### src/rtl/ram_arbiter_pkg.sv
// ram_arbiter_pkg: shared encodings and widths for the two-port RAM arbiter
// and the wait-state sequencers that reuse its down-counter.
package ram_arbiter_pkg;

    localparam int ADDR_W = 22;
    localparam int DATA_W = 16;
    localparam int CTR_W  = 4;

    typedef enum logic [1:0] {
        ARB_IDLE    = 2'd0,
        ARB_ACCESS  = 2'd1,
        ARB_ACK     = 2'd2,
        ARB_RELEASE = 2'd3
    } arb_state_t;

    typedef enum logic [1:0] {
        OWN_NONE = 2'b00,
        OWN_CPU  = 2'b01,
        OWN_DMA  = 2'b10
    } arb_owner_t;

    // One requester's access as presented to the RAM port.
    typedef struct packed {
        logic [ADDR_W-1:0] addr;
        logic [DATA_W-1:0] wdata;
        logic              byte_op;
        logic              wr;
    } arb_req_t;

    // A requester is pending while either strobe is held.
    function automatic logic req_pending(input logic rd, input logic wr);
        return rd | wr;
    endfunction

endpackage

### src/rtl/ram_arbiter_wait_ctr.sv
// arb_wait_ctr: loadable down-counter with a zero flag. Load wins over
// decrement; decrement stops at zero so the flag stays asserted.
module arb_wait_ctr
    import ram_arbiter_pkg::*;
#(
    parameter int W = CTR_W
) (
    input  logic         clk,
    input  logic         reset_n,
    input  logic         load,
    input  logic [W-1:0] load_val,
    input  logic         dec,
    output logic         zero
);

    logic [W-1:0] cnt_r;

    // Count register: load, decrement toward zero, or hold.
    always_ff @(posedge clk or negedge reset_n) begin
        if (!reset_n) begin
            cnt_r <= '0;
        end else if (load) begin
            cnt_r <= load_val;
        end else if (dec && (cnt_r != '0)) begin
            cnt_r <= cnt_r - W'(1);
        end else begin
            cnt_r <= cnt_r;
        end
    end

    assign zero = (cnt_r == '0);

endmodule

### src/rtl/ram_arbiter.sv
// ram_arbiter: shares one RAM port between the CPU bus path and a DMA master.
// DMA has fixed priority; each access holds the RAM strobe for WAIT_STATES+1
// cycles, then gives the owner a one-cycle ack and waits for its request to
// drop before arbitrating again.
// Optional macro ARB_STARVE_GUARD_EN: after STARVE_LIMIT consecutive DMA grants
// taken while the CPU was pending, the next contested arbitration goes to the CPU.
module ram_arbiter
    import ram_arbiter_pkg::*;
#(
    parameter int WAIT_STATES  = 1,
    parameter int STARVE_LIMIT = 4
) (
    input  logic              clk,
    input  logic              reset_n,
    input  logic [ADDR_W-1:0] cpu_addr,
    input  logic [DATA_W-1:0] cpu_wdata,
    output logic [DATA_W-1:0] cpu_rdata,
    input  logic              cpu_rd,
    input  logic              cpu_wr,
    input  logic              cpu_byte_op,
    output logic              cpu_ack,
    input  logic [ADDR_W-1:0] dma_addr,
    input  logic [DATA_W-1:0] dma_wdata,
    output logic [DATA_W-1:0] dma_rdata,
    input  logic              dma_rd,
    input  logic              dma_wr,
    input  logic              dma_byte_op,
    output logic              dma_ack,
    output logic [ADDR_W-1:0] ram_addr,
    output logic [DATA_W-1:0] ram_data_out,
    input  logic [DATA_W-1:0] ram_data_in,
    output logic              ram_rd,
    output logic              ram_wr,
    output logic              ram_byte_op,
    output logic [1:0]        owner
);

    if ((WAIT_STATES < 0) || (WAIT_STATES > 15)) begin : g_bad_wait_states
        $error("ram_arbiter: WAIT_STATES must be within 0..15");
    end
    if (STARVE_LIMIT < 1) begin : g_bad_starve_limit
        $error("ram_arbiter: STARVE_LIMIT must be at least 1");
    end

    arb_state_t state_r;
    arb_state_t state_nxt_s;
    arb_owner_t own_r;
    arb_req_t   cpu_req_s;
    arb_req_t   dma_req_s;
    arb_req_t   sel_req_s;
    logic       cpu_pend_s;
    logic       dma_pend_s;
    logic       own_pend_s;
    logic       grant_cpu_s;
    logic       grant_dma_s;
    logic       grant_any_s;
    logic       ctr_dec_s;
    logic       ctr_zero_s;
    logic       done_s;
    logic       release_s;
    logic       starve_hit_s;

    assign cpu_pend_s = req_pending(cpu_rd, cpu_wr);
    assign dma_pend_s = req_pending(dma_rd, dma_wr);

    // A request with both strobes high is a write; rd is simply not carried.
    assign cpu_req_s = '{addr: cpu_addr, wdata: cpu_wdata, byte_op: cpu_byte_op, wr: cpu_wr};
    assign dma_req_s = '{addr: dma_addr, wdata: dma_wdata, byte_op: dma_byte_op, wr: dma_wr};
    assign sel_req_s = grant_dma_s ? dma_req_s : cpu_req_s;

    assign grant_any_s = grant_cpu_s | grant_dma_s;
    assign owner       = own_r;

    arb_wait_ctr #(
        .W (CTR_W)
    ) u_wait_ctr (
        .clk      (clk),
        .reset_n  (reset_n),
        .load     (grant_any_s),
        .load_val (CTR_W'(WAIT_STATES)),
        .dec      (ctr_dec_s),
        .zero     (ctr_zero_s)
    );

`ifdef ARB_STARVE_GUARD_EN
    localparam int STARVE_W = (STARVE_LIMIT < 2) ? 1 : $clog2(STARVE_LIMIT + 1);

    logic [STARVE_W-1:0] starve_r;

    // Count DMA wins over a waiting CPU; any CPU grant or idle CPU clears it.
    always_ff @(posedge clk or negedge reset_n) begin
        if (!reset_n) begin
            starve_r <= '0;
        end else if (grant_cpu_s || !cpu_pend_s) begin
            starve_r <= '0;
        end else if (grant_dma_s && (starve_r < STARVE_W'(STARVE_LIMIT))) begin
            starve_r <= starve_r + STARVE_W'(1);
        end else begin
            starve_r <= starve_r;
        end
    end

    assign starve_hit_s = (starve_r >= STARVE_W'(STARVE_LIMIT));
`else
    assign starve_hit_s = 1'b0;
`endif

    // Is the current owner still holding its request?
    always_comb begin
        own_pend_s = 1'b0;
        case (own_r)
            OWN_CPU: own_pend_s = cpu_pend_s;
            OWN_DMA: own_pend_s = dma_pend_s;
            default: own_pend_s = 1'b0;
        endcase
    end

    // FSM state register.
    always_ff @(posedge clk or negedge reset_n) begin
        if (!reset_n) begin
            state_r <= ARB_IDLE;
        end else begin
            state_r <= state_nxt_s;
        end
    end

    // FSM next-state logic.
    always_comb begin
        state_nxt_s = state_r;
        case (state_r)
            ARB_IDLE: begin
                if (grant_any_s) begin
                    state_nxt_s = ARB_ACCESS;
                end else begin
                    state_nxt_s = ARB_IDLE;
                end
            end
            ARB_ACCESS: begin
                if (ctr_zero_s) begin
                    state_nxt_s = ARB_ACK;
                end else begin
                    state_nxt_s = ARB_ACCESS;
                end
            end
            ARB_ACK: begin
                state_nxt_s = ARB_RELEASE;
            end
            ARB_RELEASE: begin
                if (own_pend_s) begin
                    state_nxt_s = ARB_RELEASE;
                end else begin
                    state_nxt_s = ARB_IDLE;
                end
            end
            default: begin
                state_nxt_s = ARB_IDLE;
            end
        endcase
    end

    // FSM output decode: grants in IDLE, wait counting, completion, release.
    always_comb begin
        grant_cpu_s = 1'b0;
        grant_dma_s = 1'b0;
        ctr_dec_s   = 1'b0;
        done_s      = 1'b0;
        release_s   = 1'b0;
        case (state_r)
            ARB_IDLE: begin
                if (dma_pend_s && !(cpu_pend_s && starve_hit_s)) begin
                    grant_dma_s = 1'b1;
                end else if (cpu_pend_s) begin
                    grant_cpu_s = 1'b1;
                end else begin
                    grant_cpu_s = 1'b0;
                end
            end
            ARB_ACCESS: begin
                if (ctr_zero_s) begin
                    done_s = 1'b1;
                end else begin
                    ctr_dec_s = 1'b1;
                end
            end
            ARB_ACK: begin
                done_s = 1'b0;
            end
            ARB_RELEASE: begin
                release_s = !own_pend_s;
            end
            default: begin
                done_s = 1'b0;
            end
        endcase
    end

    // RAM port and owner: latch the winner at grant, drop strobes when done.
    always_ff @(posedge clk or negedge reset_n) begin
        if (!reset_n) begin
            ram_addr     <= '0;
            ram_data_out <= '0;
            ram_byte_op  <= 1'b0;
            ram_rd       <= 1'b0;
            ram_wr       <= 1'b0;
            own_r        <= OWN_NONE;
        end else if (grant_any_s) begin
            ram_addr     <= sel_req_s.addr;
            ram_data_out <= sel_req_s.wdata;
            ram_byte_op  <= sel_req_s.byte_op;
            ram_rd       <= ~sel_req_s.wr;
            ram_wr       <= sel_req_s.wr;
            own_r        <= grant_dma_s ? OWN_DMA : OWN_CPU;
        end else if (done_s) begin
            ram_rd <= 1'b0;
            ram_wr <= 1'b0;
        end else if (release_s) begin
            own_r <= OWN_NONE;
        end else begin
            own_r <= own_r;
        end
    end

    // Per-port ack pulse and read-data capture at completion.
    always_ff @(posedge clk or negedge reset_n) begin
        if (!reset_n) begin
            cpu_ack   <= 1'b0;
            dma_ack   <= 1'b0;
            cpu_rdata <= '0;
            dma_rdata <= '0;
        end else begin
            cpu_ack <= done_s && (own_r == OWN_CPU);
            dma_ack <= done_s && (own_r == OWN_DMA);
            if (done_s && ram_rd && (own_r == OWN_CPU)) begin
                cpu_rdata <= ram_data_in;
            end
            if (done_s && ram_rd && (own_r == OWN_DMA)) begin
                dma_rdata <= ram_data_in;
            end
        end
    end

endmodule

### config.mk
export PLATFORM = sky130hd
export DESIGN_NAME = ram_arbiter
export DESIGN_NICKNAME = d
export VERILOG_FILES = /design/src/rtl/ram_arbiter_pkg.sv /design/src/rtl/ram_arbiter_wait_ctr.sv /design/src/rtl/ram_arbiter.sv
export SDC_FILE = /design/constraint.sdc
export NUM_CORES = 1
export LEC_CHECK = 0
export ABC_AREA = 0
export CAP_MARGIN = 20
export CORE_ASPECT_RATIO = 1.4
export CORE_MARGIN = 1.5
export CORE_UTILIZATION = 45
export CTS_CLUSTER_DIAMETER = 30
export DETAILED_ROUTE_END_ITERATION = 10
export GPL_ROUTABILITY_DRIVEN = 0
export PLACE_DENSITY = 0.95
export SLEW_MARGIN = 10
export SYNTH_ARGS = -nofsm -noshare
export SYNTH_HDL_FRONTEND = slang
export SYNTH_HIERARCHICAL = 1
export SYNTH_SLANG_ARGS = --single-unit
### constraint.sdc
create_clock -name clk -period 4.1 [get_ports clk]
set_input_delay 1.23 -clock clk [delete_from_list [all_inputs] [get_ports clk]]
set_output_delay 1.23 -clock clk [all_outputs]
set_load 0.03 [all_outputs]
==> metrics.yaml <==
outcome: "finished, final reports clean"
crit_path_end_kind: "flip-flop"
ys_seq_area_frac: 0.534
critPathMaxFanout: 50
synth-edff-count: 0
clockRootBuffer: "clkbuf_16"
die_area_sq_mm: 0.00922
syn_area_sq_mm: 0.00389
post-cts-setup-buffer-count: 0
maxCapViolations: 0
grt_pass1_vias: 3593
grt_max_degree: 84
synth_flop_cell: "dfrtp_1"
vias_per_cell: 5.67
diodes: 0
yosysWarningCount: 6
synth.distinct_cells: 42
cp_slowest_stage_delay_ps: 600
min_to: "dma_rdata[15]$_DFFE_PN0P_"
min_period_ps: 2910
place_inst: 619
arrival_ps: 3130
fillerInstances: 649
rows: 40
io_pins: 177
core-area_sq_mm: 0.00851
drc: 0
ys_ff_latch: 83
drt_iter0_drc: 263
grtUsageTotal: 0.252
slew_headroom: 0.464
slew_violations: 0
period_share: 0.711
clkSlewWorstSetupHoldPaths_ps: 60
layout_commonest_cell: "clkdlybuf4s50_1"
required_ps: 4310
rr_startpoint: "u_wait_ctr/cnt_r[0]$_DFFE_PN0P_"
syn_inst: 367
avgSynthCellArea_sq_um: 10.6
fin_cells: 634
dr_total_vias: 3597
cts_buffer_depth: 2
grt_pass1_wl_microns: 17900
rr_worst_depth: 6
ir_drop_v: 0.000556
nets: 629
initial_core_util: 0.457
hold_path_class: "flip-flop to flip-flop"
setup_violations: 0
cp_slowest_cell: "or4_1"
cts_buffers: 9
routedWlPerCell_microns: 17.9
r2r_slack_ps: 1680
dieHeight_microns: 113
totalWireLength_microns: 11300
io_buffer_count: 176
pwr_density_cell_mw_per_mm2: 826
antenna_found_initial: 0
grt.overflow.total: 0
fmax_mhz: 343
ant_nets: 0
cts_hold_buf: 0
hold_start: "dma_rdata[15]$_DFFE_PN0P_"
p_leak_nw: 2.32
critPathLaunchType: "primary input"
die_x_microns: 81.6
layout-drive-gt1-share: 0.121
synthArstFlopShare: 1.00
finalHoldViolations: 0
clk_latency_ps: 340
whs_path_depth: 1
area_growth_pct: 52.4
clock_sinks: 83
critical_path_class: "primary input to flip-flop"
fin_skew_ps: 5.26
htreeDepth: 3
tns_ps: 0
r2r_end: "dma_rdata[0]$_DFFE_PN0P_"
tightest_slew_ps: 804
firstDrtPassIters: 4
crit_path_cell_trace: "clkdlybuf4s50_1 -> or4_1 -> nand2_4 -> inv_2 -> buf_4 -> o31a_1"
grt_setup_unrepaired: "no"
hpwl_microns: 7840
cts_resized: 0
layout_common_cells: "clkdlybuf4s50_1, dfrtp_1, a21oi_1, o21ai_0, nand3_1"
cts_tree: "built"
## where the power goes
group | total [W] | leakage, nW | switching [W] | internal, W
clock | 0.000783 | 0.135 | 0.000301 | 0.000482
sequential | 0.00149 | 0.956 | 0.000264 | 0.00122
combinational | 0.00263 | 1.23 | 0.00151 | 0.00112
total | 0.00490 | 2.32 | 0.00208 | 0.00282
## final cells by class
class | count | area [sq um] | area share
Sequential cell | 83 | 2080 | 0.350
Inverter | 7 | 26.3 | 0.00443
Timing Repair Buffer | 181 | 1810 | 0.305
Tap cell | 105 | 131 | 0.0222
Clock buffer | 12 | 246 | 0.0416
Multi-Input combinational cell | 244 | 1600 | 0.270
Clock inverter | 2 | 37.5 | 0.00633
## cell usage after synthesis, drive strengths merged, types with 2 or more instances
cell type  instances  share of area
mux2              33          0.095
nor3b              3         0.0071
ha                 3         0.0096
clkbuf            18          0.017
buf               17          0.034
nor3               2         0.0026
inv                7         0.0068
o21ai             42          0.054
conb               2         0.0019
nand3             42          0.057
nand2              6         0.0077
a31oi             39          0.063
or2                3         0.0048
a21oi             42          0.054
dfrtp             83           0.53
or4                2         0.0039
and2               3         0.0048
nor2               3         0.0035
nor2b              2         0.0032
## critical path: cells and delay by family
| kind | cells | cell delay (ps) |
|---|---|---|
| buffers and inverters | 3 | 800 |
| AND/OR/NAND/NOR | 2 | 730 |
| AO/OA/AOI/OAI | 1 | 360 |
## per-layer routing
metal  wire, microns  part of all wire  global-route usage
met1            4450              0.39               0.302
met4             174             0.015              0.0667
met3             799             0.070              0.0653
met5               0                 0                   0
met2            5930              0.52               0.442
## worst max path at each step
stage,start,endpoint,slack (ps),depth (start not counted)
2_1_floorplan,dma_rd,u_wait_ctr/cnt_r[1]$_DFFE_PN0P_,1130,8
3_3_place_gp,dma_rd,u_wait_ctr/cnt_r[0]$_DFFE_PN0P_,910,6
3_5_place_dp,dma_rd,owner[1]$_DFFE_PN0P_,820,4
6_report,dma_wr,u_wait_ctr/cnt_r[0]$_DFFE_PN0P_,1190,6
5_1_grt,dma_rd,owner[1]$_DFFE_PN0P_,1040,4
4_1_cts,dma_rd,owner[1]$_DFFE_PN0P_,1180,4
## metrics by stage
step                      area [sq um]  setup WS [ps]  hold WS (ps)   util  power [W]
after floorplan                   3900           1130           585      -    0.00306
after detailed placement          5630            823           492  0.661    0.00413
final                             5930           1190           502  0.697    0.00490
after CTS                         5910           1180           505  0.695    0.00492
after global placement            5630            907           488  0.661    0.00401
after global routing              5930           1040           516  0.697    0.00517
## sequential cells by signal, indices dropped and copies added (netlist names), 2 cells and up
register / flops
ram_addr: 22
cpu_rdata: 16
dma_rdata: 16
ram_data_out: 16
u_wait_ctr/cnt_r: 4
owner: 2
state_r: 2
## cell families after synthesis
group | Yosys count | synth area share
AO/OA/AOI/OAI | 131 | 0.189
adder cells (fa/ha/maj) | 3 | 0.00965
buffers and inverters | 42 | 0.0585
flip-flops | 83 | 0.534
multiplexers | 34 | 0.0981
other | 2 | 0.00193
AND/OR/NAND/NOR | 72 | 0.109
(Power assumes the default switching activity.)
